File: src/rtl/nco_sched_pkg.sv
// Shared types and defaults for the NCO tick scheduler.
package nco_sched_pkg;

    localparam int unsigned DEF_CH    = 4;
    localparam int unsigned DEF_DIV_W = 16;

    typedef enum logic {
        IDLE  = 1'b0,
        APPLY = 1'b1
    } sched_state_e;

    // Index width for n entries, never narrower than one bit.
    function automatic int unsigned ch_w(input int unsigned n);
        return (n > 32'd1) ? 32'($clog2(n)) : 32'd1;
    endfunction

endpackage

File: src/rtl/rr_arbiter.sv
// Combinational round-robin arbiter: first request at or after ptr, wrapping.
module rr_arbiter
    import nco_sched_pkg::*;
#(
    parameter  int unsigned CH   = DEF_CH,
    localparam int unsigned CH_W = ch_w(CH)
) (
    input  logic [CH-1:0]   req,
    input  logic [CH_W-1:0] ptr,
    output logic            gnt_valid_c,
    output logic [CH_W-1:0] gnt_idx_c
);

    int idx;

    // Scan offsets from farthest to nearest so the nearest request wins.
    always_comb begin
        gnt_valid_c = 1'b0;
        gnt_idx_c   = '0;
        idx         = 0;
        for (int k = int'(CH) - 1; k >= 0; k--) begin
            idx = int'(ptr) + k;
            if (idx >= int'(CH)) begin
                idx = idx - int'(CH);
            end
            if (req[CH_W'(idx)]) begin
                gnt_valid_c = 1'b1;
                gnt_idx_c   = CH_W'(idx);
            end
        end
    end

endmodule

File: src/rtl/nco_tick_sched.sv
// Multi-channel rate scheduler producing round-robin step strobes for a shared NCO.
module nco_tick_sched
    import nco_sched_pkg::*;
#(
    parameter  int unsigned CH    = DEF_CH,
    parameter  int unsigned DIV_W = DEF_DIV_W,
    localparam int unsigned CH_W  = ch_w(CH)
) (
    input  logic             clk,
    input  logic             rst_n,
    input  logic             cfg_valid,
    output logic             cfg_ready,
    input  logic [CH_W-1:0]  cfg_ch,
    input  logic [DIV_W-1:0] cfg_div,
    input  logic             cfg_en,
    output logic             next,
    output logic [CH_W-1:0]  next_ch,
    output logic [CH-1:0]    overrun
);

    sched_state_e     state_q, state_d;
    logic             ready_d;
    logic             accept;

    logic [DIV_W-1:0] div_q [CH];
    logic [DIV_W-1:0] cnt_q [CH];
    logic [CH-1:0]    en_q;
    logic [CH-1:0]    pend_q;
    logic [CH-1:0]    ovr_q;
    logic [CH_W-1:0]  rr_q;

    logic [CH-1:0]    wr_hit;
    logic [CH-1:0]    due;
    logic [CH-1:0]    gnt_oh;
    logic             gnt_valid;
    logic [CH_W-1:0]  gnt_idx;

    assign accept  = cfg_valid & cfg_ready;
    assign overrun = ovr_q;

    // Config handshake state register.
    always_ff @(posedge clk) begin
        if (!rst_n) begin
            state_q   <= IDLE;
            cfg_ready <= 1'b0;
        end else begin
            state_q   <= state_d;
            cfg_ready <= ready_d;
        end
    end

    always_comb begin
        state_d = state_q;
        ready_d = 1'b0;
        case (state_q)
            IDLE:    if (accept) state_d = APPLY;
            APPLY:   state_d = IDLE;
            default: state_d = IDLE;
        endcase
        ready_d = (state_d == IDLE);
    end

    rr_arbiter #(.CH(CH)) u_arb (
        .req         (pend_q),
        .ptr         (rr_q),
        .gnt_valid_c (gnt_valid),
        .gnt_idx_c   (gnt_idx)
    );

    // Out-of-range cfg_ch matches no channel, so the write completes with no effect.
    always_comb begin
        wr_hit = '0;
        due    = '0;
        gnt_oh = '0;
        for (int i = 0; i < int'(CH); i++) begin
            wr_hit[i] = accept && (cfg_ch == CH_W'(i));
            due[i]    = !wr_hit[i] && en_q[i] && (cnt_q[i] == '0);
            gnt_oh[i] = gnt_valid && (gnt_idx == CH_W'(i));
        end
    end

    // Per-channel counters, pending and overrun flags.
    always_ff @(posedge clk) begin
        if (!rst_n) begin
            for (int i = 0; i < int'(CH); i++) begin
                div_q[i] <= '0;
                cnt_q[i] <= '0;
            end
            en_q   <= '0;
            pend_q <= '0;
            ovr_q  <= '0;
        end else begin
            for (int i = 0; i < int'(CH); i++) begin
                if (wr_hit[i]) begin
                    div_q[i]  <= cfg_div;
                    en_q[i]   <= cfg_en;
                    cnt_q[i]  <= cfg_div;
                    pend_q[i] <= 1'b0;
                    ovr_q[i]  <= 1'b0;
                end else begin
                    if (en_q[i]) begin
                        cnt_q[i] <= (cnt_q[i] == '0) ? div_q[i] : cnt_q[i] - DIV_W'(1);
                    end
                    // A due channel stays pending even if granted this edge.
                    if (due[i]) begin
                        pend_q[i] <= 1'b1;
                        if (pend_q[i] && !gnt_oh[i]) begin
                            ovr_q[i] <= 1'b1;
                        end
                    end else if (gnt_oh[i]) begin
                        pend_q[i] <= 1'b0;
                    end
                end
            end
        end
    end

    // Strobe output and round-robin pointer.
    always_ff @(posedge clk) begin
        if (!rst_n) begin
            next    <= 1'b0;
            next_ch <= '0;
            rr_q    <= '0;
        end else begin
            next <= gnt_valid;
            if (gnt_valid) begin
                next_ch <= gnt_idx;
                rr_q    <= (gnt_idx == CH_W'(CH - 1)) ? '0 : gnt_idx + CH_W'(1);
            end
        end
    end

endmodule

File: config.mk
export PLATFORM = sky130hd
export DESIGN_NAME = nco_tick_sched
export DESIGN_NICKNAME = d
export VERILOG_FILES = /design/src/rtl/nco_sched_pkg.sv /design/src/rtl/rr_arbiter.sv /design/src/rtl/nco_tick_sched.sv
export SDC_FILE = /design/constraint.sdc
export NUM_CORES = 1
export LEC_CHECK = 0
export BUFFER_PORTS_ARGS = -buffer_cell sky130_fd_sc_hd__buf_4
export CAP_MARGIN = 0
export CORE_MARGIN = 2
export CORE_UTILIZATION = 40
export DETAILED_ROUTE_END_ITERATION = 16
export SETUP_SLACK_MARGIN = 0.4
export SLEW_MARGIN = 30
export SYNTH_ARGS = -nofsm -noshare
export SYNTH_HDL_FRONTEND = slang
export SYNTH_SLANG_ARGS = --single-unit
File: constraint.sdc
create_clock -name clk -period 5.4 [get_ports clk]
set_clock_uncertainty 0.05 [all_clocks]
set_input_delay 1.35 -clock clk [delete_from_list [all_inputs] [get_ports clk]]
set_output_delay 1.35 -clock clk [all_outputs]
set_load 0.1 [all_outputs]
Word-level counts from Yosys, hierarchy flattened
Memory sizes are Yosys's and may differ from the RTL's.
Cells that the tools add are included.
Word-level totals
  output and inout bits: 8
  register bits: 19
  bits of input ports: 22
  memory bits (writable): 128
  logic and storage cells: 187
  memories: 2
Memory list
  cnt_q: words 4, bits a word 16, read ports 4, clocked after memory_dff 0, write ports 4, line nco_tick_sched.sv:26  | logic [DIV_W-1:0] cnt_q [CH];
  div_q: words 4, bits a word 16, read ports 4, clocked after memory_dff 0, write ports 4, line nco_tick_sched.sv:25  | logic [DIV_W-1:0] div_q [CH];
Operators by class
  mux-type cells: 80
  reduce and logical (&&, ||, !) cells: 46
  add/sub/neg operators: 12
  bitwise logic cells: 16
  eq/ne operators: 6
  magnitude comparators: 8
Operators by type and width (number)
  $mux W16: 16
  $logic_not A16 Y1: 4
  $sub A16 B1 Y16 const B: 4
  $mux W1: 50
  $logic_and A1 B1 Y1: 20
  $mux W2: 9
  $lt A2 B4 Y1 const B: 4
  $or A1 B1 Y1: 12
  $ge A3 B3 Y1 const B: 3
  $bmux W1 S2: 4
  $eq A2 B2 Y1 const B: 4
  $logic_not A1 Y1: 8
  $reduce_and A2 Y1: 4
  $reduce_bool A2 Y1: 4
  $reduce_or A2 Y1: 4
  $sub A2 B1 Y2 const B: 4
  $add A2 B2 Y3 const B: 2
  $eq A2 B1 Y1 const B: 2
  $logic_not A2 Y1: 2
  $add A2 B1 Y3 const B: 1
  $ge A2 B3 Y1 const B: 1
  $not A1 Y1: 3
  $add A2 B1 Y2 const B: 1
  $pmux W1 S2: 1
  $and A1 B1 Y1: 1

Depth between registers and ports, before layout
Gate-level depths: netlist (run 1).
  depth in word-level cells: 15
  gate-level depth with buffers: 10
  depth with buffers taken out: 10

Modules after synthesis
From an unflattened synthesis (run 1), not the netlist that was laid out.
Second synthesis, totals
  cell total of the unflattened synthesis: 706
  area total of the unflattened synthesis: 7666.1 µm²
By module, submodules not included
  nco_tick_sched: seq. area each 4224.1 µm², cells each 693, times used 1, area each 7588.5 µm²
  rr_arbiter: seq. area each 0.0 µm², cells each 13, times used 1, area each 77.6 µm²

Worst setup path after synthesis (run 1)
OpenSTA, ideal clock, no wires.
  path type: in2reg
  from: in cfg_ch[1]
  to: mem cnt_q[0][0] in the netlist's numbering, enable pin
  required time: 5.015 ns
  setup time: 0.335 ns
  slack: 1.527 ns
  buffers on the path: 1
  stages: 3
  arrival time: 3.488 ns
  cells stage by stage: clkbuf_1 -> o31ai_1 -> or2_2
RTL lines
  start, declared: line nco_tick_sched.sv:13  | input logic [CH_W-1:0] cfg_ch,
  end, declared: line nco_tick_sched.sv:26

==> results of run 1 <==
==> per-layer routing <==
metal / up-vias / share of wire (%) / routed length (um) / GRT usage (%)
met4: 0 / 2.7 / 504 / 7.63
met2: 118 / 48 / 8950 / 31.8
met5: - / 0 / 0 / 0
li1: 2676 / - / - / -
met1: 2677 / 45 / 8300 / 25.1
met3: 34 / 4.2 / 777 / 3.54
==> kinds of logic (layout without fill, tap and decap cells) <==
logic type | Yosys count | count (layout) | share of synthesized area [%]
flip-flops | 147 | 147 | 55.6
AO/OA/AOI/OAI | 169 | 169 | 14.5
XOR/XNOR | 34 | 34 | 3.92
adder cells (fa/ha/maj) | 12 | 12 | 1.98
buffers and inverters | 43 | 86 | 2.47
multiplexers | 7 | 7 | 0.923
AND/OR/NAND/NOR | 292 | 292 | 20.6
==> path summary, 6_finish.rpt <==
path | startpoint | endpoint | slack, ns | depth (start not counted)
setup / recovery | cnt_q[3][6] | cnt_q[3][6] | 2.40 | 5
hold reg to reg | state_q | state_q | 0.38 | 1
setup reg to reg | cnt_q[3][6] | cnt_q[3][6] | 2.40 | 5
hold / removal | state_q | state_q | 0.38 | 1
==> per-stage QoR <==
step                setup WS [ns]  hold WS [ns]  total power, uW  std cells  utilization [%]
floorplan                    1.53         0.343             1460        704                -
global placement             2.17         0.361             1530        949             43.1
detailed placement           2.05         0.363             1540        949             43.1
CTS                          2.43         0.375             2710        981             46.2
global route                 2.10         0.391             2780        981             46.2
finish                       2.40         0.383             2690        981             46.2
==> worst max-delay path, delay by kind of cell, from the launching register on <==
kind	cells	cell delay, ns
compound gates	2	0.51
flops	1	0.45
simple gates	3	1.74
==> report_power, final <==
group	total, uW	switching, uW	internal, uW
clock	1170	457	714
combinational	189	122	67.6
sequential	1330	38.0	1290
total	2690	617	2070
==> state kept, by name (all words and copies together) (netlist names) <==
signal     count
cnt_q         64
div_q         64
en_q           4
overrun        4
pend_q         4
next_ch        2
rr_q           2
cfg_ready      1
next           1
state_q        1
==> cell usage in the layout (no fill, tap or decap), drive strengths merged, types with 3 or more instances in the layout <==
master and count:
a211oi 4, a21boi 4, a21oi 24, a31oi 10, and2 64, and3 5
buf 34, bufinv 3, clkbuf 18, clkinv 9, dfxtp 19, edfxtp 128
ha 12, inv 20, mux2i 7, nand2 54, nand2b 7, nand3 21
nand4 6, nand4b 4, nor2 52, nor2b 3, nor3 22, nor3b 8
nor4 18, o21ai 49, o21bai 39, o221ai 7, o22ai 3, o31ai 9
or2 14, or3 5, or4 6, xnor2 26, xor2 8
==> area by class of cell <==
cell class                      count  area, um^2  area share [%]
Multi-Input combinational cell    514        3200            37.1
Inverter                           20        75.1           0.871
Sequential cell                   147        4220            49.0
Clock inverter                     14         144            1.67
Clock buffer                       18         429            4.98
Timing Repair Buffer               34         255            2.96
Tap cell                          234         293            3.40
==> impl_metrics.env, run 1 <==
export IMPL_dr_pass1_iters=5
export IMPL_relSlewSlack_pct=37.5
export IMPL_ant_nets=0
export IMPL_synth_edff_count=128
export IMPL_dpl_hpwl_um=12600
export IMPL_layout_nets=768
export IMPL_p_leak_uw=0.00316
export IMPL_fin_setup_tns_ns=0
export IMPL_grt_overflow_total=0
export IMPL_tritoncts="yes"
export IMPL_syn_num_nets=738
export IMPL_crit_chain="nor4_1 > nand4_1 > o21ai_0 > a21oi_1 > or2_2"
export IMPL_hold_violations=0
export IMPL_place_congestion=0.859
export IMPL_fmax_mhz=333
export IMPL_seq_area_frac_synth_pct=55.6
export IMPL_ys_flop_type="edfxtp_1"
export IMPL_end_kind="register"
export IMPL_drv_cap=0
export IMPL_syn_avg_cell_area_um2=10.8
export IMPL_vdd_drop_max_mv=0.228
export IMPL_cp_max_fo=21
export IMPL_drive_gt1_share_pct=11.4
export IMPL_via_per_inst=5.61
export IMPL_dpl_instance_area_um2=8040
export IMPL_clk_path_buf_depth=2
export IMPL_synth_area_um2=7590
export IMPL_dieHeight_um=142
export IMPL_critPathKind="reg -> reg"
export IMPL_grt_pass1_vias=5449
export IMPL_io_pins=30
export IMPL_fin_crit_ns=3.00
export IMPL_diodes=0
export IMPL_synth_area_leaders="edfxtp_1 51%, and2_1 5.3%, dfxtp_1 5.0%, o21bai_1 3.9%, o21ai_0 3.1%"
export IMPL_setup_viol=0
export IMPL_clk_pin_slew_ns=0.06
export IMPL_slowest_delay_ns=0.84
export IMPL_yosys_area_top_type_share_pct=50.6
export IMPL_cp_arrival_ns=3.13
export IMPL_die_x_um=142
export IMPL_ys_ff_latch=147
export IMPL_synth_common_cells="128 x edfxtp_1, 64 x and2_1, 54 x nand2_1"
export IMPL_postCtsSetupRepairBufs=0
export IMPL_hold_buffers=0
export IMPL_synth_top_area_cell="edfxtp_1"
export IMPL_post_route_period_util_pct=55.6
export IMPL_outcome="finished clean"
export IMPL_totalWireLength_um=18500
export IMPL_antenna_found_initial=1
export IMPL_track_usage_pct=19.2
export IMPL_wl_per_cell_um=18.9
export IMPL_clock_latency_ns=0.43
export IMPL_grt_pass1_wl_um=29300
export IMPL_required_ns=5.53
export IMPL_worst_slew_pin_slew_ns=0.933
export IMPL_initial_core_util_pct=40.7
export IMPL_drv_slew=0
export IMPL_drc=0
export IMPL_rsz0062_at_grt="false"
export IMPL_die_area_um2=20100
export IMPL_row_count=50
export IMPL_powerDensity_nw_per_um2=312
export IMPL_synthesis_instances=704
export IMPL_cts_sinks=147
export IMPL_fill_cells=1720
export IMPL_yosysWarnings=0
export IMPL_cp_slowest_cell="nand4_1"
export IMPL_grt_max_degree=22
export IMPL_io_buffers=29
export IMPL_drt_iter0_drc=480
export IMPL_synth_async_reset_ratio_pct=0
export IMPL_area_growth_pct=13.5
export IMPL_cts_resized_gates=0
export IMPL_synth_most_common_cell="edfxtp_1"
export IMPL_synth_cell_types=57
export IMPL_htree_num_levels=4
export IMPL_hp_class="reg -> reg"
export IMPL_cts_buffers=17
export IMPL_cts_root_buf="clkbuf_16"
export IMPL_core_um2=18600
export IMPL_cp_start_kind="register"
export IMPL_postLayoutCellArea_um2=8620
export IMPL_vias=5505
Power figures use the tool's default switching activity.
==> run 2: changes to the inputs <==
Settings changed: ABC_AREA set to 1.
Clock period 5.4 ns to 2.52 ns, I/O delays scaled along.
==> run 2 against run 1 <==
Net effect:
- worst hold slack improved by 0.034 ns
- clock-buffer cell count decreased by 1
- first-iteration DRC count decreased by 2.1%
- combinational power increased to 2.7 times the previous value
- flip-flop and latch count unchanged
- utilization decreased by 0.39 points
- synthesized cell count increased by 40%
- final cell count increased by 34%
- synthesized area increased by 11%
- largest power group unchanged
- highest routed layer unchanged
==> impl_metrics.env, run 2 <==
export IMPL_holdPathStages=1
export IMPL_yosys_area_top_type_share_pct=45.5
export IMPL_grt_max_degree=32
export IMPL_cp_start_kind="register"
export IMPL_tritoncts="yes"
export IMPL_p_sw_share_pct=25.8
export IMPL_diodes=0
export IMPL_min_delay_start="state_q"
export IMPL_final_common_cell="nand2_1"
export IMPL_use_met3_pct=3.12
export IMPL_synth_common_cells="191 x nand2_1, 156 x nor2_1, 128 x edfxtp_1"
export IMPL_ff2ff_setup_slack_ns=0.51
export IMPL_clock_latency_ns=0.44
export IMPL_layout_nets=1062
export IMPL_hp_class="reg -> reg"
export IMPL_path_buf_inv=2
export IMPL_wl_per_cell_um=16.3
export IMPL_met2_usage_pct=30.0
export IMPL_crit_chain="inv_1 > ha_1 > nand3_1 > nor2_2 > nand3_4 > o21ai_0 > inv_1 > o21ai_0 > o21ai_0"
export IMPL_clk_path_buf_depth=2
export IMPL_grt_overflow_total=0
export IMPL_io_buffers=29
export IMPL_synthesis_instances=988
export IMPL_drive_gt1_share_pct=15.7
export IMPL_totalWireLength_um=21500
export IMPL_cp_arrival_ns=2.13
export IMPL_powerDensity_nw_per_um2=615
export IMPL_vdd_drop_max_mv=0.446
export IMPL_htree_num_levels=4
export IMPL_relSlewSlack_pct=64.9
export IMPL_io_pins=30
export IMPL_largest_registers="cnt_q: 64 flops, div_q: 64 flops"
export IMPL_internal_power_uw=4370
export IMPL_synth_top_area_cell="edfxtp_1"
export IMPL_fin_util_pct=45.8
export IMPL_drv_slew=0
export IMPL_dieHeight_um=149
export IMPL_postCtsSetupRepairBufs=0
export IMPL_required_ns=2.64
export IMPL_row_count=53
export IMPL_core_um2=20900
export IMPL_ys_flop_type="edfxtp_1"
export IMPL_synth_edff_count=128
export IMPL_fin_setup_tns_ns=0
export IMPL_grt_pass1_wl_um=33600
export IMPL_track_usage_pct=19.7
export IMPL_vias=6735
export IMPL_initial_core_util_pct=40.5
export IMPL_setup_viol=0
export IMPL_rr_startpoint="cnt_q[3][0]"
export IMPL_dpl_hpwl_um=14600
export IMPL_outcome="finished clean"
export IMPL_cp_max_fo=13
export IMPL_die_area_um2=22300
export IMPL_syn_num_nets=1022
export IMPL_seq_area_frac_synth_pct=50.0
export IMPL_ys_ff_latch=147
export IMPL_p_leak_uw=0.00403
export IMPL_hold_violations=0
export IMPL_post_route_period_util_pct=79.8
export IMPL_drv_cap=0
export IMPL_power_frac_clock_pct=43.2
export IMPL_fin_crit_ns=2.01
export IMPL_grt_pass1_vias=6201
export IMPL_cp_top_family="simple AND/OR/NAND/NOR gates"
export IMPL_area_growth_pct=13.3
export IMPL_multi_input_area_um2=3570
export IMPL_synth_area_leaders="edfxtp_1 45%, nand2_1 8.5%, nor2_1 6.9%, inv_1 5.2%, dfxtp_1 4.5%"
export IMPL_gr_usage_met1_pct=28.2
export IMPL_fill_cells=2050
export IMPL_drc=0
export IMPL_rr_worst_depth=9
export IMPL_synth_cell_types=46
export IMPL_die_x_um=149
export IMPL_synth_async_reset_ratio_pct=0
export IMPL_p_seq_share_pct=48.0
export IMPL_antenna_found_initial=0
export IMPL_cts_root_buf="clkbuf_16"
export IMPL_critPathKind="reg -> reg"
export IMPL_place_inst=1282
export IMPL_drt_iter0_drc=470
export IMPL_cp_slowest_cell="edfxtp_1"
export IMPL_final_cell_count_no_fill=1316
export IMPL_synth_most_common_cell="nand2_1"
export IMPL_clk_pin_slew_ns=0.07
export IMPL_p_sw_uw=1520
export IMPL_layout_common_cells="190 x nand2_1, 156 x nor2_1, 128 x edfxtp_1"
export IMPL_cts_sinks=147
export IMPL_worst_path_most_repeated_cell="o21ai_0"
export IMPL_regArea_um2=4230
export IMPL_syn_avg_cell_area_um2=8.55
export IMPL_end_kind="register"
export IMPL_via_per_inst=5.12
export IMPL_hold_end="state_q"
export IMPL_dr_pass1_iters=5
export IMPL_grt_busiest_layer="met2"
export IMPL_synth_area_um2=8450
export IMPL_crit_start="cnt_q[3][0]"
export IMPL_yosysWarnings=0
export IMPL_hold_buffers=0
export IMPL_cts_buffers=17
export IMPL_worst_slew_pin_slew_ns=0.526
export IMPL_power_frac_comb_pct=8.8
export IMPL_slowest_delay_ns=0.39
export IMPL_rsz0062_at_grt="false"
export IMPL_fmax_mhz=498
export IMPL_ant_nets=0
export IMPL_r2r_end="cnt_q[3][3]"
export IMPL_place_congestion=0.879
run 2: what timing repair did:
action / in CTS / in global routing
resized for setup: 1 / 7
pin swaps: 0 / 3
hold endpoints to repair: 0 / 0
setup endpoints to repair: 2 / 22
cloned: 0 / 2
run 2: routing by layer:
layer	up-vias	part of all wire (%)
met3	36	4.6
met5	-	0
met2	170	44
met4	0	2.6
li1	3366	-
met1	3163	49
run 2: area by class of cell:
class	count	area share [%]
flip-flops and latches	147	44.2
multi-input cells	683	37.2
inverters	135	5.33
clock buffers	17	4.44
well taps	275	3.59
repair buffers	44	3.58
clock inverters	15	1.65
run 2: per-stage QoR:
stage          cell area, um^2  total power [uW]  hold slack (ns)  worst slack (ns)
2_1_floorplan             8450              3210            0.352             0.458
3_3_place_gp              8960              3390            0.360             0.343
3_5_place_dp              8960              3390            0.368             0.345
4_1_cts                   9540              5920            0.410             0.460
5_1_grt                   9580              6080            0.423             0.407
6_report                  9580              5890            0.417             0.510
run 2: logic make-up (layout without fill, tap and decap cells):
| group | Yosys count | after routing | synth area share [%] |
|---|---|---|---|
| AOI/OAI and AO/OA | 162 | 162 | 11.3 |
| and+or+nand+nor | 480 | 482 | 26.0 |
| buffers and inverters | 160 | 211 | 8.20 |
| adders and majority gates | 12 | 12 | 1.78 |
| DFF | 147 | 147 | 50.0 |
| xor gates and xnor gates | 27 | 27 | 2.80 |
run 2: worst register-to-register path, stage by stage, from the launching register on:
cell	delay (ns)
edfxtp_1	0.39
inv_1	0.14
ha_1	0.19
nand3_1	0.09
nor2_2	0.21
nand3_4	0.23
o21ai_0	0.23
inv_1	0.06
o21ai_0	0.07
o21ai_0	0.09
run 2: worst max path at each step:
stage | endpoint | slack [ns] | depth (start not counted)
6_report | cnt_q[3][3] | 0.51 | 9
5_1_grt | cnt_q[0][11] | 0.41 | 9
4_1_cts | cnt_q[2][9] | 0.46 | 9
3_5_place_dp | cnt_q[0][15] | 0.34 | 7
3_3_place_gp | cnt_q[0][15] | 0.34 | 7
2_1_floorplan | cnt_q[1][0] | 0.46 | 5
run 2: power by group through the flow:
| stage | registers (uW) | logic, uW | clock network, uW |
|---|---|---|---|
| after global routing | 2840 | 571 | 2670 |
| after CTS | 2830 | 516 | 2570 |
| after global placement | 2880 | 511 | 0 |
| after floorplan | 2870 | 336 | 0 |
| after detailed placement | 2880 | 511 | 0 |
| final | 2830 | 516 | 2550 |
